<file path="config.mk">
export PLATFORM = sky130hd
export DESIGN_NAME = led_seq_ctrl
export DESIGN_NICKNAME = d
export VERILOG_FILES = /design/src/rtl/led_seq_pkg.sv /design/src/rtl/led_seq_prescaler.sv /design/src/rtl/led_seq_ctrl.sv
export SDC_FILE = /design/constraint.sdc
export NUM_CORES = 1
export LEC_CHECK = 0
export BUFFER_PORTS_ARGS = -buffer_cell sky130_fd_sc_hd__buf_2
export CAP_MARGIN = 20
export CORE_ASPECT_RATIO = 0.7
export CORE_MARGIN = 4
export CORE_UTILIZATION = 50
export CTS_CLUSTER_SIZE = 30
export DETAILED_ROUTE_END_ITERATION = 8
export HOLD_SLACK_MARGIN = 0.12
export PLACE_DENSITY = 0.8
export REMOVE_ABC_BUFFERS = 1
export SYNTH_ARGS = -nofsm -noshare
export SYNTH_HDL_FRONTEND = slang
export SYNTH_HIERARCHICAL = 1
export SYNTH_SLANG_ARGS = --single-unit
</file>
<file path="constraint.sdc">
create_clock -name clock -period 4.8 [get_ports clock]
set_input_delay 0.24 -clock clock [delete_from_list [all_inputs] [get_ports clock]]
set_output_delay 0.24 -clock clock [all_outputs]
set_load 0.005 [all_outputs]
</file>
<file path="src/rtl/led_seq_pkg.sv">
// Shared encodings and widths for the LED pattern sequencer.
package led_seq_pkg;

    localparam int NB_MODE = 2;
    localparam int NB_RATE = 2;

    typedef enum logic [NB_MODE-1:0] {
        MODE_ROT_L    = 2'd0,
        MODE_ROT_R    = 2'd1,
        MODE_PINGPONG = 2'd2,
        MODE_FLASH    = 2'd3
    } mode_e;

    typedef enum logic {
        S_RUN  = 1'b0,
        S_PEND = 1'b1
    } state_e;

endpackage

</file>
<file path="src/rtl/led_seq_prescaler.sv">
// Step-rate prescaler: counts clocks against one of four limits and emits a tick.
// With STEP_INPUT_EN defined, a rising edge on i_step ticks once while disabled.
module led_seq_prescaler
    import led_seq_pkg::*;
#(
    parameter int          NB_COUNTER = 32,
    parameter int unsigned LIMIT_0    = 2**19,
    parameter int unsigned LIMIT_1    = 2**20,
    parameter int unsigned LIMIT_2    = 2**21,
    parameter int unsigned LIMIT_3    = 2**22
)
(
    input  logic               clock,
    input  logic               i_reset,
    input  logic               i_enable,
    input  logic [NB_RATE-1:0] i_rate,
`ifdef STEP_INPUT_EN
    input  logic               i_step,
`endif
    output logic               o_tick_next,
    output logic               o_tick
);

    logic [NB_COUNTER-1:0] count_q;
    logic [NB_COUNTER-1:0] count_d;
    logic [NB_COUNTER-1:0] lastCount;
    logic                  tick_q;
    logic                  tick_d;
`ifdef STEP_INPUT_EN
    logic                  step_q;
`endif

    always_comb begin
        case (i_rate)
            2'd0:    lastCount = NB_COUNTER'(LIMIT_0 - 1);
            2'd1:    lastCount = NB_COUNTER'(LIMIT_1 - 1);
            2'd2:    lastCount = NB_COUNTER'(LIMIT_2 - 1);
            default: lastCount = NB_COUNTER'(LIMIT_3 - 1);
        endcase
    end

    // A >= compare lets a switch to a shorter period tick at once instead of wrapping.
    always_comb begin
        count_d = count_q;
        tick_d  = 1'b0;
        if (i_enable) begin
            if (count_q >= lastCount) begin
                count_d = '0;
                tick_d  = 1'b1;
            end else begin
                count_d = count_q + NB_COUNTER'(1);
            end
        end
`ifdef STEP_INPUT_EN
        else if (i_step && !step_q) begin
            tick_d = 1'b1;
        end
`endif
    end

    always_ff @(posedge clock) begin
        if (i_reset) begin
            count_q <= '0;
            tick_q  <= 1'b0;
        end else begin
            count_q <= count_d;
            tick_q  <= tick_d;
        end
    end

`ifdef STEP_INPUT_EN
    always_ff @(posedge clock) begin
        if (i_reset) begin
            step_q <= 1'b0;
        end else begin
            step_q <= i_step;
        end
    end
`endif

    assign o_tick_next = tick_d;
    assign o_tick      = tick_q;

endmodule

</file>
<file path="src/rtl/led_seq_ctrl.sv">
// LED pattern sequencer: mode-request FSM plus pattern stepping on prescaler ticks.
// Optional STEP_INPUT_EN adds a manual i_step input used while the prescaler is disabled.
module led_seq_ctrl
    import led_seq_pkg::*;
#(
    parameter int          NB_LEDS    = 4,
    parameter int          NB_COUNTER = 32,
    parameter int unsigned LIMIT_0    = 2**19,
    parameter int unsigned LIMIT_1    = 2**20,
    parameter int unsigned LIMIT_2    = 2**21,
    parameter int unsigned LIMIT_3    = 2**22
)
(
    input  logic               clock,
    input  logic               i_reset,
    input  logic               i_enable,
    input  logic [NB_RATE-1:0] i_rate,
    input  logic [NB_MODE-1:0] i_mode,
    input  logic               i_mode_valid,
`ifdef STEP_INPUT_EN
    input  logic               i_step,
`endif
    output logic               o_mode_ready,
    output logic               o_mode_ack,
    output logic [NB_MODE-1:0] o_mode,
    output logic               o_tick,
    output logic [NB_LEDS-1:0] o_led
);

    localparam logic [NB_LEDS-1:0] SEED_LOW  = {{(NB_LEDS-1){1'b0}}, 1'b1};
    localparam logic [NB_LEDS-1:0] SEED_HIGH = {1'b1, {(NB_LEDS-1){1'b0}}};

    state_e               state_q;
    mode_e                mode_q;
    mode_e                pend_q;
    mode_e                loadMode;
    logic [NB_LEDS-1:0]   led_q;
    logic [NB_LEDS-1:0]   stepLed_d;
    logic [NB_LEDS-1:0]   loadSeed;
    logic                 dirUp_q;
    logic                 stepDir_d;
    logic                 ack_q;
    logic                 ready_q;
    logic                 tickNext;

    led_seq_prescaler #(
        .NB_COUNTER (NB_COUNTER),
        .LIMIT_0    (LIMIT_0),
        .LIMIT_1    (LIMIT_1),
        .LIMIT_2    (LIMIT_2),
        .LIMIT_3    (LIMIT_3)
    ) u_prescaler (
        .clock       (clock),
        .i_reset     (i_reset),
        .i_enable    (i_enable),
        .i_rate      (i_rate),
`ifdef STEP_INPUT_EN
        .i_step      (i_step),
`endif
        .o_tick_next (tickNext),
        .o_tick      (o_tick)
    );

    always_comb begin
        stepLed_d = led_q;
        stepDir_d = dirUp_q;
        case (mode_q)
            MODE_ROT_L: stepLed_d = {led_q[NB_LEDS-2:0], led_q[NB_LEDS-1]};
            MODE_ROT_R: stepLed_d = {led_q[0], led_q[NB_LEDS-1:1]};
            MODE_PINGPONG: begin
                // Turn around at either end without dwelling on the end position.
                if (dirUp_q) begin
                    if (led_q[NB_LEDS-1]) begin
                        stepLed_d = led_q >> 1;
                        stepDir_d = 1'b0;
                    end else begin
                        stepLed_d = led_q << 1;
                    end
                end else begin
                    if (led_q[0]) begin
                        stepLed_d = led_q << 1;
                        stepDir_d = 1'b1;
                    end else begin
                        stepLed_d = led_q >> 1;
                    end
                end
            end
            MODE_FLASH: stepLed_d = ~led_q;
            default: stepLed_d = led_q;
        endcase
    end

    // A request arriving on the loading tick wins over the one already pending.
    assign loadMode = i_mode_valid ? mode_e'(i_mode) : pend_q;
    assign loadSeed = (loadMode == MODE_ROT_R) ? SEED_HIGH : SEED_LOW;

    always_ff @(posedge clock) begin
        if (i_reset) begin
            state_q <= S_RUN;
            mode_q  <= MODE_ROT_L;
            pend_q  <= MODE_ROT_L;
            led_q   <= SEED_LOW;
            dirUp_q <= 1'b1;
            ack_q   <= 1'b0;
            ready_q <= 1'b1;
        end else begin
            ack_q   <= 1'b0;
            ready_q <= 1'b1;
            case (state_q)
                S_RUN: begin
                    if (tickNext) begin
                        led_q   <= stepLed_d;
                        dirUp_q <= stepDir_d;
                    end
                    if (i_mode_valid) begin
                        pend_q  <= mode_e'(i_mode);
                        state_q <= S_PEND;
                    end
                end
                S_PEND: begin
                    if (i_mode_valid) begin
                        pend_q <= mode_e'(i_mode);
                    end
                    if (tickNext) begin
                        mode_q  <= loadMode;
                        led_q   <= loadSeed;
                        dirUp_q <= 1'b1;
                        ack_q   <= 1'b1;
                        state_q <= S_RUN;
                    end
                end
                default: state_q <= S_RUN;
            endcase
        end
    end

    assign o_mode_ready = ready_q;
    assign o_mode_ack   = ack_q;
    assign o_mode       = mode_q;
    assign o_led        = led_q;

endmodule

</file>
==> results.md, run 1 <==
- Seq/Total Area, Yosys: 38.8%
- XOR/XNOR Fraction of Synth Area: 11.6%
- Final wirelength: slightly above 4 mm
- Crit path from: u_prescaler/count_q[0]
- Worst-path cell chain: ha_1, nand2_1, nor4_4, nand2_2, o21ai_1, and2_1, nor2_1, a211oi_1
- WL/cell: approximately 13 um
- Worst hold start: i_reset
- Critical path class: flop to flop
- LEAKAGE: around 0.92 nW
- Worst path depth: 8
- Max-slew violation count: 0
- Global-route wire length before repair: 7.42 mm
- Cell area after synthesis: approximately 2300 um2
- Worst path slowest cell: nor4_4
- Via/cell ratio: around 5.5
- Worst EP required: 5.01 ns
- Site Rows: 20
- Min cycle time layout: 2.82 ns
- Largest net degree at the start of global routing: 21
- Global route overflow: 0
- RSZ-0062 raised after global routing: false
- Post-Synth Simple-Gate Area: a little under a third
- Synthesis-to-layout area growth: 7.49%
- Post-synth top cells: dfxtp_1 (44), nor2_2 (30), xor2_1 (24)
- H-tree levels: 2
- TritonCTS clock tree: yes
- Fin crit share: 58.8%
- Worst r2r src: u_prescaler/count_q[0]
- Worst Clk Skew: 0.00319 ns
- # DRC: 0
- Cells after Synth: 249
- Final setup fails: 0
- Worst slew pin tran: just under 0.8 ns
- Die width: 88.6 um
- Netlist cell types: 49
- Worst path max stage delay: 0.61 ns
- Share of the synthesized area in the top cell type: 38.8%
- Setup bufs post-CTS: 0
- Starting Density: 52.2%
- Max capacitance violation total: 0
- Crit path arrival time: 3.03 ns
- Worst-path clk slew: about 0.08 ns
- Post-cts resize count: 0
- Top-count cell post-synth: dfxtp_1
- Reg2Reg Capture Point: o_mode[0]
- Crit Path Max Fanout: 11
- Core area: 4350 um2
- Initial antenna violation count: 0
- Vias in the first global route: 1,644
- PortBufs: 15
- Clock Sinks: 44
- Kind of start point of the critical path: flop
- Power density cells: 280 nW/um2
- Setup_tns: 0 ns
- N_diodes: 0
- Main combinational cell family by area after synthesis: simple AND/OR/NAND/NOR gates
- CP top delay family: simple AND/OR/NAND/NOR gates
- Synth Area in Adders: ~2.2%
- R2R setup slack: 1.98 ns
- Worst Path Buf+Inv: 0
- Detailed-route via count: around 1,700
- Non-filler cells, final: 316
- Compound-gate portion of the synthesized area: a little under a tenth
- Slew HR: 47.2%
- Top cells by area, synth: dfxtp_1 (39%), xor2_1 (9.3%), nor2_2 (8.3%), nand4_1 (3.3%), nand3_1 (2.6%)
- Crit. End Element: flop
- DIE AREA: 5700 um2
- Clock Latency Late Sink: 0.30 ns
- Post-DP HPWL: 2.87 mm
- Fillers: 408
- Initial DRC Count: 83
- Status: finished, final reports clean
- Async set-reset flop share out of synthesis: 0%
- Inst Count DP: 308
- Fraction of layout cells with a size suffix above 1: 24.1%
- Critical Path End: o_mode[0]
- Max Fclk: 354 MHz
- Syn avg cell area: 9.12 um2
- Worst Hold Class: primary input to flop
- Final-report hold violation count: 0
- FF+latch count, synth: 44
- I/O pins: 17
- Clock Tree Root: clkbuf_8
- R2R depth: 8
- Multiplexer share of the synthesized area: 0.882%
- GRT Util Overall: 16.5%
- Ys Warns: 6
- Antenna viol nets, final: 0
- CTS buffer count: 5
- Cell taking the most area after synthesis: dfxtp_1
- Detailed Routing Iterations Pass 1: 4
- Gpl congestion: 0.803
- Hold Buf Count CTS: 0
- Nets: 272
- Chip height: 64.4 um
- Ys flop type: dfxtp_1
- EDFF count, synth: 0
- Maximum buffer depth of the clock tree: 2
- Peak VDD IR: 0.000187 V
==> worst min path at each step <==
stage                         endpoint  cells past startpoint
6_report                     pend_q[1]                      2
5_1_grt                     o_mode_ack                      2
4_1_cts                     o_mode_ack                      2
3_5_place_dp   u_prescaler/count_q[30]                      2
3_3_place_gp   u_prescaler/count_q[30]                      2
2_1_floorplan               o_mode_ack                      1
==> area by class of cell <==
type | instances | area (um2) | share of cell area (%)
Inverter | 7 | 26.3 | 1.08
Sequential cell | 44 | 881 | 36.1
Timing Repair Buffer | 17 | 90.1 | 3.69
Tap cell | 55 | 68.8 | 2.82
Multi-Input combinational cell | 185 | 1260 | 51.6
Clock buffer | 5 | 68.8 | 2.82
Clock inverter | 3 | 47.5 | 1.95
==> worst reg2reg max path, stage by stage (launching register included) <==
cell	delay, ns
dfxtp_1	0.42
ha_1	0.22
nand2_1	0.14
nor4_4	0.61
nand2_2	0.15
o21ai_1	0.54
and2_1	0.34
nor2_1	0.06
a211oi_1	0.25
==> metrics by stage <==
stage / hold slack (ns) / instance area [um2] / worst slack, ns / total power [mW] / util (%)
4_1_cts: 0.244 / 2440 / 2.00 / 0.692 / 56.1
3_3_place_gp: 0.484 / 2320 / 2.14 / 0.406 / 53.4
6_report: 0.262 / 2440 / 1.98 / 0.684 / 56.1
3_5_place_dp: 0.491 / 2320 / 2.03 / 0.406 / 53.4
5_1_grt: 0.267 / 2440 / 1.69 / 0.711 / 56.1
2_1_floorplan: 0.312 / 2170 / 2.40 / 0.395 / -
==> power breakdown <==
| group | leakage [nW] | switching, mW | internal, mW |
|---|---|---|---|
| registers | 0.355 | 0.00393 | 0.368 |
| logic | 0.506 | 0.0169 | 0.00936 |
| clock network | 0.0583 | 0.129 | 0.157 |
==> flip-flops by register name (all words and copies together) (netlist names) <==
signal / cells
o_mode: 2
u_prescaler/count_q: 32
pend_q: 2
o_led: 4
o_mode_ack: 1
dirUp_q: 1
u_prescaler/o_tick: 1
state_q: 1
==> cells in the final DEF (no fill, tap or decap), types with 2 or more instances in the layout <==
cell      instances
a211oi_1          3
a21oi_1           3
a221oi_1          2
a311oi_1          2
and2_1            3
and3_1            5
and4_1            2
buf_2            15
buf_4             2
clkbuf_8          5
clkinv_4          2
dfxtp_1          44
ha_1              4
inv_1             7
mux2i_1           2
nand2_1          14
nand3_1          12
nand4_1          12
nor2_1           15
nor2_2           30
nor2b_1           8
nor3_1            3
nor4_1            4
o21ai_0           3
o21ai_1           2
o31ai_1           2
o32ai_1           3
or3_1             3
xnor2_1           6
xor2_1           24
==> kinds of logic (layout without fill, tap and decap cells) <==
family	count (synthesis)	count (layout)
AO/OA/AOI/OAI	28	28
XOR/XNOR	30	30
adder cells (fa/ha/maj)	4	4
buffers and inverters	20	32
flip-flops	44	44
multiplexers	2	2
other	1	1
AND/OR/NAND/NOR	120	120
==> layer usage <==
metal	up-vias	share of wire [%]	track usage, %
met3	6	3.2	3.87
met1	812	52	23.8
met5	-	0	0
li1	884	-	-
met2	24	43	23.0
met4	0	1.7	6.98
Power figures use the tool's default switching activity.
==> run 2: changes to the inputs <==
PLACE_DENSITY = 0.83   (was 0.8)
clock period = 2.5 ns   (was 4.8 ns; I/O delays follow)
==> run 2 against run 1 <==
Clock skew rose by 0.00094 ns. Non-clock buffer count rose by 4. Worst setup slack got worse by 1.8 ns. Die area did not move. Total power rose by 94%. Sequential power rose by 92%. Global-route usage fell by 0.41 points. Critical path depth did not move. Largest power group unchanged.
==> results.md, run 2 (synthesis gave the netlist of run 1 again) <==
- Status: finished, final reports clean
- PortBufs: 15
- # DRC: 0
- Largest net degree at the start of global routing: 33
- GRT Util Overall: 16.1%
- Crit. End Element: flop
- Hold path depth: 3
- Final core occ: 57.4%
- Fraction of layout cells with a size suffix above 1: 26.0%
- Kind of start point of the critical path: flop
- Via/cell ratio: 5.41
- Initial antenna violation count: 0
- Worst-path cell chain: nor4_1, nand3_1, or3_1, o21ai_2, buf_4, and2_1, nor2_1, a211oi_1
- Hold Buf Count CTS: 0
- R2R setup slack: 0.15 ns
- Final wirelength: 4.05 mm
- Die width: 88.6 um
- Min cycle time layout: 2.35 ns
- Vias in the first global route: 1,657
- Most frequent cells in the layout: dfxtp_1 (44), nor2_2 (30), xor2_1 (24)
- Clock Tree Root: clkbuf_8
- CTS buffer count: 5
- Max Fclk: 425 MHz
- Worst r2r src: u_prescaler/count_q[25]
- Power density cells: about 530 nW/um2
- Gpl congestion: 0.807
- Global route overflow: 0
- R2R depth: 8
- Clock Sinks: 44
- Worst EP required: 2.72 ns
- Worst Clk Skew: around 0.0041 ns
- Fin crit share: 94.1%
- Max capacitance violation total: 0
- Final setup fails: 0
- Worst-path clk slew: 0.08 ns
- Chip height: 64.4 um
- Maximum buffer depth of the clock tree: 2
- DIE AREA: 5700 um2
- Worst path max stage delay: 0.48 ns
- Max-slew violation count: 0
- Worst path slowest cell: or3_1
- Commonest non-fill, non-tap cell in the layout: dfxtp_1
- Antenna viol nets, final: 0
- Worst slew pin tran: about 0.57 ns
- Post-DP HPWL: 2.82 mm
- Most flop-heavy register: u_prescaler/count_q
- Final-report hold violation count: 0
- Worst hold start: i_mode[1]
- Detailed-route via count: 1,730
- TritonCTS clock tree: yes
- N_diodes: 0
- Initial DRC Count: 97
- WHS: about 0.14 ns
- Reg2Reg Capture Point: o_mode[0]
- LEAKAGE: approximately 0.95 nW
- Fillers: 374
- Site Rows: 20
- Min-Delay Endpoint: pend_q[1]
- Detailed Routing Iterations Pass 1: 4
- Synthesis-to-layout area growth: 9.97%
- Critical path class: flop to flop
- I/O pins: 17
- Crit path arrival time: 2.57 ns
- Clock Latency Late Sink: roughly 0.3 ns
- Slew HR: 61.6%
- Nets: between 200 and 300
- Crit Path Max Fanout: 7
- Worst Hold Class: primary input to flop
- Core area: approximately 4400 um2
- Peak VDD IR: 0.000329 V
- H-tree levels: 2
- Global-route wire length before repair: 7.20 mm
- WL/cell: roughly 13 um
- Starting Density: 52.2%
- Max reg flops: 32
## run 2: changes by cell type in the layout (fill, tap and decap cells not counted)
cell	before	now
o21ai_2	1	2
o21ai_1	2	1
buf_12	0	1
o31ai_2	0	1
clkinv_4	2	1
buf_4	2	5
o31ai_1	2	1
clkbuf_8	5	6
## run 2: per-layer routing
metal | part of all wire [%] | GRT usage [%] | vias to the layer above
met1 | 50 | 21.3 | 796
met4 | 1.8 | 5.09 | 0
met3 | 4.6 | 6.57 | 9
li1 | - | - | 889
met2 | 44 | 23.5 | 36
met5 | 0 | 0 | -
## run 2: what timing repair did
action	in CTS	in global routing
resized for setup	0	2
setup buffers	0	0
endpoints found under the setup margin	0	3
## run 2: metrics by stage
| step | worst slack, ns | TNS [ns] | area (um2) | instances | total power [mW] |
|---|---|---|---|---|---|
| finish | 0.147 | 0 | 2500 | 320 | 1.33 |
| global route | -0.0245 | -0.0411 | 2500 | 320 | 1.39 |
| CTS | 0.122 | 0 | 2490 | 320 | 1.35 |
| detailed placement | 0.176 | 0 | 2370 | 312 | 0.783 |
| global placement | 0.277 | 0 | 2370 | 312 | 0.782 |
| floorplan | 0.0961 | 0 | 2170 | 236 | 0.759 |
## run 2: worst max-delay path by stage
stage | startpoint | to | slack [ns] | cells past startpoint
after global placement | u_prescaler/count_q[22] | o_mode[0] | 0.28 | 8
after floorplan | u_prescaler/count_q[0] | o_led[1] | 0.1 | 7
after CTS | u_prescaler/count_q[20] | dirUp_q | 0.12 | 8
after global routing | u_prescaler/count_q[26] | o_mode[0] | -0.02 | 8
after detailed placement | u_prescaler/count_q[22] | o_mode[0] | 0.18 | 8
final | u_prescaler/count_q[25] | o_mode[0] | 0.15 | 8
## run 2: cell type report
type	instances	area (um2)	share of cell area, %
timing repair buffer	21	133	5.31
tap	55	68.8	2.76
clock buffer	6	82.6	3.31
clock inverter	2	38.8	1.55
inverter	7	26.3	1.05
sequential	44	881	35.3
multi-input combinational	185	1270	50.8
## run 2: power by group
group	switching [mW]	internal, mW	total, mW
Combinational	0.0327	0.0202	0.0529
Clock	0.236	0.326	0.562
Sequential	0.00712	0.706	0.714
Total	0.275	1.05	1.33
## run 2: worst max-delay path: cells and delay by family (launching register included)
kind | cells | cell delay (ns)
AND/OR/NAND/NOR | 5 | 1.25
AO/OA/AOI/OAI | 2 | 0.50
flip-flops | 1 | 0.34
buffers and inverters | 1 | 0.20
==> run 3: changes to the inputs <==
==> constraint.sdc (replaced) <==
create_clock -name clock -period 2.5 [get_ports clock]
set_input_delay 0.375 -clock clock [delete_from_list [all_inputs] [get_ports clock]]
set_output_delay 0.375 -clock clock [all_outputs]
set_load 0.005 [all_outputs]
==> run 3 against run 2 <==
Fmax rose by 5.2%. Sequential share of layout area down 0.25 points. Total power rose by 4.9%. Sequential cell count is the same. Design area is 0.70% higher. Critical path depth down 2. Wire length down 1.9%. Clock skew rose by 0.0042 ns. First-iteration DRC count up 34%. Clock-buffer cell count shrank 1. Critical endpoint is now o_led[1].
==> results.md, run 3 (synthesis gave the netlist of run 1 again) <==
- Min cycle time layout: 2.24 ns
- Initial antenna violation count: 0
- Max Fclk: about 450 MHz
- Gpl congestion: 0.797
- Commonest non-fill, non-tap cell in the layout: dfxtp_1
- Vias in the first global route: 1,634
- Critical path class: flop to flop
- Kind of start point of the critical path: flop
- Min-Delay Endpoint: pend_q[1]
- Worst-path clk slew: 0.08 ns
- Status: finished, final reports clean
- Final setup fails: 0
- Global-route wire length before repair: 7.07 mm
- Detailed Routing Iterations Pass 1: 4
- Worst hold start: i_mode[1]
- Clock Tree Root: clkbuf_8
- Max reg flops: 32
- Most flop-heavy register: u_prescaler/count_q
- GRT Util Overall: about 16%
- LEAKAGE: around 0.96 nW
- Worst r2r src: u_prescaler/count_q[25]
- Most frequent cells in the layout: dfxtp_1 (44), nor2_2 (30), xor2_1 (24)
- Antenna viol nets, final: 0
- Die width: 88.6 um
- Crit Path Max Fanout: 6
- R2R depth: 6
- Global route overflow: 0
- Peak VDD IR: 0.000406 V
- Worst EP required: 2.70 ns
- DIE AREA: 5700 um2
- Max-slew violation count: 0
- TritonCTS clock tree: yes
- Final wirelength: just under 4 mm
- Max capacitance violation total: 0
- Fraction of layout cells with a size suffix above 1: 25.9%
- R2R setup slack: 0.26 ns
- Worst Hold Class: primary input to flop
- Setup bufs post-CTS: 0
- # DRC: 0
- Chip height: 64.4 um
- Nets: 278
- CTS buffer count: 5
- Worst slew pin tran: 0.553 ns
- Post-cts resize count: 0
- RSZ-0062 raised after global routing: false
- WL/cell: approximately 12 um
- WHS: 0.368 ns
- H-tree levels: 2
- Starting Density: a little over half
- Slew HR: 62.8%
- Site Rows: 20
- PortBufs: 15
- Core area: 4350 um2
- Clock Latency Late Sink: 0.29 ns
- Post-DP HPWL: 2.89 mm
- Largest net degree at the start of global routing: 20
- Hold Buf Count CTS: 0
- Setup_tns: 0 ns
- Initial DRC Count: 130
- Synthesis-to-layout area growth: 10.7%
- Reg2Reg Capture Point: o_led[1]
- Detailed-route via count: between 1,500 and 2,000
- Maximum buffer depth of the clock tree: 2
- Final-report hold violation count: 0
- Fin crit share: about nine tenths
- Crit path arrival time: 2.43 ns
- Worst Clk Skew: 0.00836 ns
- Crit. End Element: flop
- Clock Sinks: 44
- Hold path depth: 3
- N_diodes: 0
- Power density cells: 554 nW/um2
- Via/cell ratio: 5.30
- I/O pins: 17
-- run 3: changes by cell type in the layout (fill, tap and decap cells not counted), sizes merged --
| cell | previous run | this run |
|---|---|---|
| clkinv | 1 | 0 |
| bufinv | 1 | 2 |
| clkbuf | 6 | 5 |
| buf | 21 | 23 |
-- run 3: per-layer routing --
layer / global-route usage (%) / wire length, um
met5: 0 / 0
met2: 23.9 / 1740
met1: 21.1 / 2060
met3: 4.12 / 134
met4: 5.47 / 33
-- run 3: per-stage QoR --
| step | cell area, um2 | power [mW] | cells | setup slack (ns) | util [%] |
|---|---|---|---|---|---|
| floorplan | 2170 | 0.759 | 236 | 0.0961 | - |
| global placement | 2380 | 0.784 | 314 | 0.263 | 54.7 |
| detailed placement | 2380 | 0.786 | 314 | 0.162 | 54.7 |
| CTS | 2510 | 1.41 | 321 | 0.150 | 57.7 |
| global route | 2510 | 1.45 | 321 | 0.0723 | 57.8 |
| finish | 2510 | 1.39 | 321 | 0.264 | 57.8 |
-- run 3: worst max-delay path: stages, from the launching register on --
cell	delay (ns)
dfxtp_1	0.34
nor4_1	0.30
nand3_1	0.14
or3_1	0.45
o21ai_2	0.28
or3b_2	0.49
o32ai_1	0.14
-- run 3: how the worst max path moves through the flow --
stage | from | end | slack, ns | cells past startpoint
2_1_floorplan | u_prescaler/count_q[0] | o_led[1] | 0.1 | 7
3_3_place_gp | i_rate[1] | o_led[1] | 0.26 | 8
3_5_place_dp | i_rate[1] | o_led[1] | 0.16 | 8
4_1_cts | u_prescaler/count_q[25] | o_led[1] | 0.15 | 6
5_1_grt | u_prescaler/count_q[26] | o_led[1] | 0.07 | 6
6_report | u_prescaler/count_q[25] | o_led[1] | 0.26 | 6
-- run 3: area by class of cell --
type                    instances  area, um2
flip-flops and latches         44        881
fillers                       376       1840
multi-input cells             185       1260
inverters                       7       26.3
well taps                      55       68.8
clock inverters                 2       60.1
repair buffers                 23        148
clock buffers                   5       68.8
-- run 3: power breakdown --
group          internal [mW]  switching (mW)  total (mW)
Combinational         0.0221          0.0326      0.0547
Clock                  0.393           0.231       0.625
Sequential             0.707         0.00750       0.714
Total                   1.12           0.272        1.39
